$ cat config.mk
export PLATFORM = sky130hd
export DESIGN_NAME = puf_eval_ctrl
export DESIGN_NICKNAME = d
export VERILOG_FILES = /design/src/rtl/puf_pkg.sv /design/src/rtl/puf_sync2.sv /design/src/rtl/puf_eval_ctrl.sv
export SDC_FILE = /design/constraint.sdc
export NUM_CORES = 1
export LEC_CHECK = 0
export CAP_MARGIN = 30
export CORE_UTILIZATION = 55
export CTS_CLUSTER_SIZE = 20
export DETAILED_ROUTE_END_ITERATION = 8
export PLACE_DENSITY_LB_ADDON = 0.12
export SLEW_MARGIN = 40
export SYNTH_ARGS = -nofsm -noshare
export SYNTH_HDL_FRONTEND = slang
export SYNTH_HIERARCHICAL = 1
export SYNTH_SLANG_ARGS = --single-unit
export TNS_END_PERCENT = 10
$ cat constraint.sdc
create_clock -name clk -period 4.5 [get_ports clk]
set_clock_uncertainty 0.2 [all_clocks]
set_input_delay 0.45 -clock clk [delete_from_list [all_inputs] [get_ports clk]]
set_output_delay 0.45 -clock clk [all_outputs]
set_load 0.01 [all_outputs]
$ cat src/rtl/puf_pkg.sv
// Shared types and helpers for the bistable-ring PUF evaluation sequencer.
package puf_pkg;

    typedef enum logic [2:0] {
        StIdle,
        StShift,
        StRst,
        StSettle,
        StSample,
        StDone
    } state_e;

    localparam logic [1:0] LEN_32  = 2'b00;
    localparam logic [1:0] LEN_64  = 2'b01;
    localparam logic [1:0] LEN_128 = 2'b10;

    // Encodings 10 and 11 both select the full 128-stage ring.
    function automatic int unsigned len_to_bits(input logic [1:0] len);
        case (len)
            LEN_32:  return 32;
            LEN_64:  return 64;
            default: return 128;
        endcase
    endfunction

endpackage

$ cat src/rtl/puf_sync2.sv
// Two-flop synchronizer for asynchronous single- or multi-bit level inputs.
module puf_sync2 #(
    parameter int unsigned WIDTH = 1
) (
    input  logic             clk,
    input  logic             reset,
    input  logic [WIDTH-1:0] d,
    output logic [WIDTH-1:0] q
);

    logic [WIDTH-1:0] meta_q;
    logic [WIDTH-1:0] sync_q;

    always_ff @(posedge clk) begin
        if (reset) begin
            meta_q <= '0;
            sync_q <= '0;
        end else begin
            meta_q <= d;
            sync_q <= meta_q;
        end
    end

    assign q = sync_q;

endmodule

$ cat src/rtl/puf_eval_ctrl.sv
// PUF evaluation sequencer: loads the challenge serially, runs VOTES ring
// evaluations and majority-votes the sampled responses.
module puf_eval_ctrl
    import puf_pkg::*;
#(
    parameter int unsigned CHAL_W        = 128,
    parameter int unsigned RESET_CYCLES  = 4,
    parameter int unsigned SETTLE_CYCLES = 64,
    parameter int unsigned VOTES         = 7,
    parameter int unsigned CNT_W         = $clog2(VOTES + 1)
) (
    input  logic              clk,
    input  logic              reset,
    input  logic              start,
    input  logic [CHAL_W-1:0] chal,
    input  logic [1:0]        length_in,
    output logic              busy,
    output logic              done,
    output logic              resp,
    output logic [CNT_W-1:0]  ones_cnt,
    output logic              puf_si,
    output logic              puf_rstn,
    output logic              puf_reset,
    output logic [1:0]        puf_length,
    input  logic              puf_out
);

    localparam int unsigned MAX_RS = (RESET_CYCLES > SETTLE_CYCLES) ? RESET_CYCLES
                                                                    : SETTLE_CYCLES;
    localparam int unsigned MAX_PH = (CHAL_W > MAX_RS) ? CHAL_W : MAX_RS;
    localparam int unsigned PH_W   = $clog2(MAX_PH + 1);
    localparam int unsigned IDX_W  = $clog2(CHAL_W);

    state_e              state_q, state_d;
    logic [CHAL_W-1:0]   chal_q, chal_d;
    logic [1:0]          len_q, len_d;
    logic [PH_W-1:0]     n_q, n_d;
    logic [PH_W-1:0]     cnt_q, cnt_d;
    logic [CNT_W-1:0]    vote_q, vote_d;
    logic [CNT_W-1:0]    ones_q, ones_d;
    logic                resp_q, resp_d;
    logic                rstn_q;
    logic                out_sync;
    logic [IDX_W-1:0]    shift_idx;

    puf_sync2 #(
        .WIDTH(1)
    ) u_out_sync (
        .clk  (clk),
        .reset(reset),
        .d    (puf_out),
        .q    (out_sync)
    );

    always_ff @(posedge clk) begin
        if (reset) begin
            state_q <= StIdle;
            chal_q  <= '0;
            len_q   <= '0;
            n_q     <= '0;
            cnt_q   <= '0;
            vote_q  <= '0;
            ones_q  <= '0;
            resp_q  <= 1'b0;
            rstn_q  <= 1'b0;
        end else begin
            state_q <= state_d;
            chal_q  <= chal_d;
            len_q   <= len_d;
            n_q     <= n_d;
            cnt_q   <= cnt_d;
            vote_q  <= vote_d;
            ones_q  <= ones_d;
            resp_q  <= resp_d;
            rstn_q  <= 1'b1;
        end
    end

    always_comb begin
        state_d = state_q;
        chal_d  = chal_q;
        len_d   = len_q;
        n_d     = n_q;
        cnt_d   = cnt_q;
        vote_d  = vote_q;
        ones_d  = ones_q;
        resp_d  = resp_q;
        unique case (state_q)
            StIdle: begin
                if (start) begin
                    chal_d  = chal;
                    len_d   = length_in;
                    n_d     = PH_W'(len_to_bits(length_in));
                    cnt_d   = '0;
                    vote_d  = '0;
                    ones_d  = '0;
                    resp_d  = 1'b0;
                    state_d = StShift;
                end
            end
            StShift: begin
                cnt_d = cnt_q + PH_W'(1);
                if (cnt_q == n_q - PH_W'(1)) begin
                    cnt_d   = '0;
                    state_d = StRst;
                end
            end
            StRst: begin
                cnt_d = cnt_q + PH_W'(1);
                if (cnt_q == PH_W'(RESET_CYCLES - 1)) begin
                    cnt_d   = '0;
                    state_d = StSettle;
                end
            end
            StSettle: begin
                cnt_d = cnt_q + PH_W'(1);
                if (cnt_q == PH_W'(SETTLE_CYCLES - 1)) begin
                    cnt_d   = '0;
                    state_d = StSample;
                end
            end
            StSample: begin
                ones_d = ones_q + CNT_W'(out_sync);
                vote_d = vote_q + CNT_W'(1);
                // The challenge stays loaded, so further votes restart at the ring reset.
                if (vote_d == CNT_W'(VOTES)) begin
                    resp_d  = (ones_d > CNT_W'(VOTES / 2));
                    state_d = StDone;
                end else begin
                    state_d = StRst;
                end
            end
            StDone: state_d = StIdle;
            default: state_d = StIdle;
        endcase
    end

    // MSB of the active slice goes out first.
    assign shift_idx = IDX_W'(n_q - PH_W'(1) - cnt_q);

    always_comb begin
        busy       = !reset && (state_q != StIdle);
        done       = !reset && (state_q == StDone);
        resp       = !reset && resp_q;
        ones_cnt   = reset ? '0 : ones_q;
        puf_si     = !reset && (state_q == StShift) && chal_q[shift_idx];
        puf_rstn   = !reset && rstn_q;
        puf_reset  = reset || !((state_q == StSettle) || (state_q == StSample));
        puf_length = reset ? 2'b00 : len_q;
    end

endmodule

; Yosys cells after proc, flatten, opt, wreduce, memory -nomap -nowiden
; Cells that the tools add are included.
[word_totals]
regBits = 159
out_inout_bits = 11
[op_classes]
n_addsub = 5
magnitude_cmp = 2
n_eq_ne = 15
mux = 23
reduce_logical = 20
[ops]
columns = operator, n
row1 = two-way mux 8 bit, 4
row2 = case mux 8 bit (4 select lines), 1
row3 = two-way mux 3 bit, 7
row4 = case mux 8 bit (2 select lines), 1
row5 = case mux 3 bit (5 select lines), 1
row6 = case mux 3 bit (2 select lines), 2
row7 = "!= test 2 bit, second input constant", 5
row8 = "== test 3 bit, second input constant", 3
row9 = "adder 8 x 1 -> 8 bit, second input constant", 1
row10 = "== test 8 x 2 -> 1 bit, second input constant", 1
row11 = "== test 8 x 6 -> 1 bit, second input constant", 1
row12 = == test 8 bit, 1
row13 = "< comparator 7 x 8 -> 1 bit, second input constant", 1
row14 = "subtractor 8 x 1 -> 8 bit, second input constant", 1
row15 = binary-select mux 1 bit (select 7 bit), 1
row16 = subtractor 7 bit, 1
row17 = "== test 3 x 2 -> 1 bit, second input constant", 2
row18 = logical AND 1 bit, 6
row19 = AND reduction 2 bit, 3
row20 = two-way mux 1 bit, 4
row21 = AND reduction 4 bit, 1
row22 = nonzero test 4 bit, 1
row23 = adder 3 x 1 -> 3 bit, 1
row24 = "adder 3 x 1 -> 3 bit, second input constant", 1
row25 = other kinds (12), 14

; Logic depth before layout (Yosys ltp)
[logic_depth]
word_depth = 5
ltp_mapped = 10
depth_no_buf = 8

; Modules after synthesis
; The synthesis kept the hierarchy.
[modules_own_cells]
columns = mod, n_inst, cells_each, area_per_inst_um2, seq_area_each_um2
row1 = puf_eval_ctrl, 1, 828, 6790.3, 3042.9
row2 = puf_sync2, 1, 4, 52.6, 40.0

; Worst setup path before layout
; OpenSTA, ideal clock, no wires.
[synth_path]
kind = register to output
from = register cnt_q[1]
to = output puf_si
arrival_ns = 2.031
t_required_ns = 3.850
path_slack_ns = 1.819
path_stages_with_launch = 10
path_buffers = 4
path_cell_list = dfxtp_1 -> buf_2 -> buf_2 -> buf_4 -> buf_2 -> mux4_2 -> mux2i_1 -> o22ai_1 -> nor3_1 -> a311oi_1
[synth_via]
elab_chain_len = 4
[synth_rtl]
columns = element, line
row1 = start: declaration, puf_eval_ctrl.sv:38  ; logic [PH_W-1:0] cnt_q, cnt_d;
row2 = start signal: assignment, puf_eval_ctrl.sv:71  ; cnt_q <= cnt_d;
row3 = subtractor 7 bit, puf_eval_ctrl.sv:139  ; assign shift_idx = IDX_W'(n_q - PH_W'(1) - cnt_q);
row4 = binary-select mux 1 bit (select 7 bit), puf_eval_ctrl.sv:146  ; puf_si = !reset && (state_q == StShift) && chal_q[shift_idx];
row5 = two-way mux 1 bit (not written as such), puf_eval_ctrl.sv:146
row6 = logical AND 1 bit, puf_eval_ctrl.sv:146
row7 = end: declaration, puf_eval_ctrl.sv:21  ; output logic puf_si,
; No other way between the ends. The select of a mux whose other input is x is not followed.

; Worst setup path after layout
; Same ends and word-level chain as after synthesis.

==> out/metrics.json <==
{
  "setup_path": {
    "worstReg2RegStart": "cnt_q[5]$_SDFFE_PP0P_",
    "critical_path_fanouts_max": 33,
    "worstSetupStartpointType": "flop",
    "setup.worst_path.end_class": "output port",
    "r2r_cells": 8,
    "worst_r2r_endpoint": "state_q[0]$_SDFFE_PP0P_",
    "critPathArrivalTime_ns": 3.24,
    "timing.reg2reg.setup_slack_ns": 1.24,
    "criticalPathCategory": "flop to output port",
    "critical_path.startpoint": "cnt_q[1]$_SDFFE_PP0P_",
    "worstSetupEndpoint": "puf_si",
    "crit_required_ns": 3.85
  },
  "detailed_routing": {
    "totalWireLength_um": 17270,
    "routed_wire_length_per_instance_um": 15.53,
    "dr.pass1.iters": 5,
    "viasPerCell": 5.546,
    "number_of_routed_nets_with_antenna_violations": 0,
    "detailedRoute.firstIterationViolations": 504,
    "routed-via-count": 6167,
    "detail_route.drc_violations": 0
  },
  "synth": {
    "synth_top_cell_by_area": "sky130_fd_sc_hd__dfxtp_1",
    "synth_enable_flop_cells": 0,
    "synthDistinctLibCells": 46,
    "post_synthesis_area_per_instance_um2": 8.225,
    "leading_post_synthesis_cells_by_instance_count": "sky130_fd_sc_hd__nand2_1, sky130_fd_sc_hd__dfxtp_1, sky130_fd_sc_hd__a21oi_1",
    "synth.cell_area_um2": 6843,
    "yosysTopAreaCellShare_pct": 45.05,
    "syn_inst": 832,
    "yosysSeqAreaShare_pct": 45.05,
    "synth-seq-cells": 154,
    "postSynthNetCount": 973,
    "synthTopCellsByArea": "sky130_fd_sc_hd__dfxtp_1, sky130_fd_sc_hd__nand2_1, sky130_fd_sc_hd__a21oi_1",
    "post-synth-top-count-cell": "sky130_fd_sc_hd__nand2_1",
    "async_reset_ff_share_pct": 0,
    "synth_flop_cell": "sky130_fd_sc_hd__dfxtp_1",
    "yosys_warnings": 6
  },
  "clock_network": {
    "total_of_hold_buffers_inserted_after_clock_tree_synthesis": 0,
    "numClockSinks": 154,
    "clk-insertion-delay-late_ns": 0.42,
    "cts_made_buffers": 17,
    "tritoncts": "done",
    "post_cts_buffers": 0,
    "cts.htree.levels": 4,
    "cts_repair_resize_count": 0,
    "ctsRootBufferMaster": "sky130_fd_sc_hd__clkbuf_16",
    "ctsLongestPathBuffers": 2,
    "path_clk_slew_ns": 0.06
  },
  "sta": {
    "period_needed_ns": 3.893,
    "final_hold_viol_count": 0,
    "layout_worst_path_cycle_share_pct": 86.50,
    "slew_headroom_pct": 47.98,
    "rsz_0062_raised_after_global_routing": "false",
    "totalNegativeSetupSlack_ns": 0,
    "max_freq_ghz": 0.2569,
    "finalMaxSlewViolations": 0,
    "tightestPinTransition_ns": 0.7792,
    "finalSetupViolCount": 0
  },
  "floorplan": {
    "row_count": 40,
    "coreArea_um2": 12060,
    "effective_utilization_at_floorplan_pct": 56.73,
    "die_area_um2": 12890,
    "fp.dieH_um": 113.5,
    "ioPinCount": 145,
    "die_width_um": 113.5
  },
  "layout": {
    "n_fill_cell": 875,
    "area_added_between_synthesis_and_finish_pct": 31.71,
    "final_cells": 1112,
    "design.final.nets": 1072,
    "insertedDiodeCount": 0,
    "finish.utilization_pct": 74.72,
    "drive_gt1_share_pct": 9.004
  },
  "grt": {
    "grt_start_max_net_pins": 103,
    "wire_length_of_the_first_global_routing_pass_um": 27960,
    "total_grt_overflow": 0,
    "number_of_global_route_vias_before_repair": 5927,
    "antenna_found_initial": 0,
    "grt_util_all_layers_pct": 27.73
  },
  "place": {
    "place.detailed.hpwl_um": 11690,
    "gp_congestion": 0.8980,
    "numPortBuffers": 144,
    "dpl.cell_count": 1080
  },
  "power_and_ir_drop": {
    "worst_ir_drop_vdd_mv": 0.3435,
    "power_density_nw_per_um2": 511.4,
    "power_w": 0.004609,
    "power.static_leakage_nw": 3.289
  },
  "hold_path": {
    "hold_path.class": "flop to flop"
  },
  "run": {
    "cap_violations": 0
  },
  "status": {
    "result_of_the_run": "finished clean"
  }
}
power breakdown:
group          total [W]  internal [W]  switching [W]
clock network    0.00168       0.00110       0.000582
registers        0.00177       0.00159       0.000180
logic            0.00116      0.000515       0.000643
stage by stage:
step / area, um2 / hold slack (ns) / worst slack, ns
2_1_floorplan: 6843 / 0.2138 / 1.819
3_3_place_gp: 8259 / 0.2233 / 0.8290
3_5_place_dp: 8310 / 0.2448 / 1.021
4_1_cts: 9006 / 0.2551 / 0.5658
5_1_grt: 9012 / 0.2655 / 0.4459
6_report: 9012 / 0.2489 / 0.6073
state kept, by name, summed over array words and instances (netlist names):
name,flops
rstn_q,1
ones_q,3
state_q,3
cnt_q,8
n_q,3
vote_q,3
chal_q,128
resp_q,1
len_q,2
u_out_sync/meta_q,1
u_out_sync/q,1
layout make-up:
class	instances	area (um2)	share of cell area (%)
Clock buffer	18	429.2	4.762
Tap cell	168	210.2	2.332
Timing Repair Buffer	150	1509	16.74
Multi-Input combinational cell	602	3483	38.65
Inverter	6	22.52	0.2499
Clock inverter	14	266.5	2.957
Sequential cell	154	3092	34.31
placed cells by master (no fill, tap or decap), types with 2 or more instances in the layout:
| cell type | instances |
|---|---|
| sky130_fd_sc_hd__buf_12 | 2 |
| sky130_fd_sc_hd__nor2b_1 | 13 |
| sky130_fd_sc_hd__bufinv_16 | 7 |
| sky130_fd_sc_hd__and3_1 | 2 |
| sky130_fd_sc_hd__inv_6 | 2 |
| sky130_fd_sc_hd__nand3b_1 | 4 |
| sky130_fd_sc_hd__a2111oi_0 | 2 |
| sky130_fd_sc_hd__clkbuf_16 | 17 |
| sky130_fd_sc_hd__o21ai_0 | 4 |
| sky130_fd_sc_hd__mux2i_1 | 5 |
| sky130_fd_sc_hd__mux4_2 | 32 |
| sky130_fd_sc_hd__nand4_1 | 4 |
| sky130_fd_sc_hd__nand3_1 | 10 |
| sky130_fd_sc_hd__inv_1 | 6 |
| sky130_fd_sc_hd__o22ai_1 | 2 |
| sky130_fd_sc_hd__nand2b_1 | 2 |
| sky130_fd_sc_hd__a31oi_1 | 7 |
| sky130_fd_sc_hd__mux2_2 | 6 |
| sky130_fd_sc_hd__nor3_1 | 8 |
| sky130_fd_sc_hd__xnor2_1 | 3 |
| sky130_fd_sc_hd__a211oi_1 | 3 |
| sky130_fd_sc_hd__clkdlybuf4s50_1 | 143 |
| sky130_fd_sc_hd__nand2_1 | 284 |
| sky130_fd_sc_hd__a21oi_1 | 145 |
| sky130_fd_sc_hd__or3_1 | 2 |
| sky130_fd_sc_hd__ha_1 | 7 |
| sky130_fd_sc_hd__nor4_1 | 2 |
| sky130_fd_sc_hd__clkinv_4 | 3 |
| sky130_fd_sc_hd__nor2_1 | 34 |
| sky130_fd_sc_hd__dfxtp_4 | 2 |
| sky130_fd_sc_hd__buf_4 | 5 |
| sky130_fd_sc_hd__dfxtp_1 | 151 |
cell families (layout without fill, tap and decap cells):
logic type | count (synthesis) | count (layout) | synth area share, %
muxes | 43 | 43 | 12.25
and+or+nand+nor | 374 | 374 | 22.45
xor gates and xnor gates | 5 | 5 | 0.8594
buffers and inverters | 76 | 188 | 4.370
AOI/OAI and AO/OA | 173 | 173 | 13.73
adders and majority gates | 7 | 7 | 1.280
DFF | 154 | 154 | 45.05
metal layers:
layer	wire length, um	track usage (%)	vias up
li1	-	-	3009
met1	7287	34.76	2917
met2	8693	47.20	213
met3	968	5.739	28
met4	323	10.35	0
met5	0	0	-
critical path: stages, from the launching register on:
cell and delay [ns]:
sky130_fd_sc_hd__dfxtp_4 0.71, sky130_fd_sc_hd__mux4_2 0.59, sky130_fd_sc_hd__mux2_2 0.28, sky130_fd_sc_hd__nor4b_1 0.24
sky130_fd_sc_hd__nor3_1 0.09, sky130_fd_sc_hd__a31oi_1 0.28, sky130_fd_sc_hd__a311oi_1 0.12, sky130_fd_sc_hd__clkdlybuf4s50_1 0.52
worst min-delay path by stage:
stage | from | to | slack (ns) | cells after the start
floorplan | u_out_sync/meta_q$_SDFF_PP0_ | u_out_sync/q$_SDFF_PP0_ | 0.21 | 1
global route | u_out_sync/meta_q$_SDFF_PP0_ | u_out_sync/q$_SDFF_PP0_ | 0.27 | 1
detailed placement | u_out_sync/meta_q$_SDFF_PP0_ | u_out_sync/q$_SDFF_PP0_ | 0.24 | 1
global placement | u_out_sync/meta_q$_SDFF_PP0_ | u_out_sync/q$_SDFF_PP0_ | 0.22 | 1
finish | u_out_sync/meta_q$_SDFF_PP0_ | u_out_sync/q$_SDFF_PP0_ | 0.25 | 1
CTS | chal_q[44]$_SDFFE_PP0P_ | chal_q[44]$_SDFFE_PP0P_ | 0.26 | 2
Power figures use the tool's default switching activity.
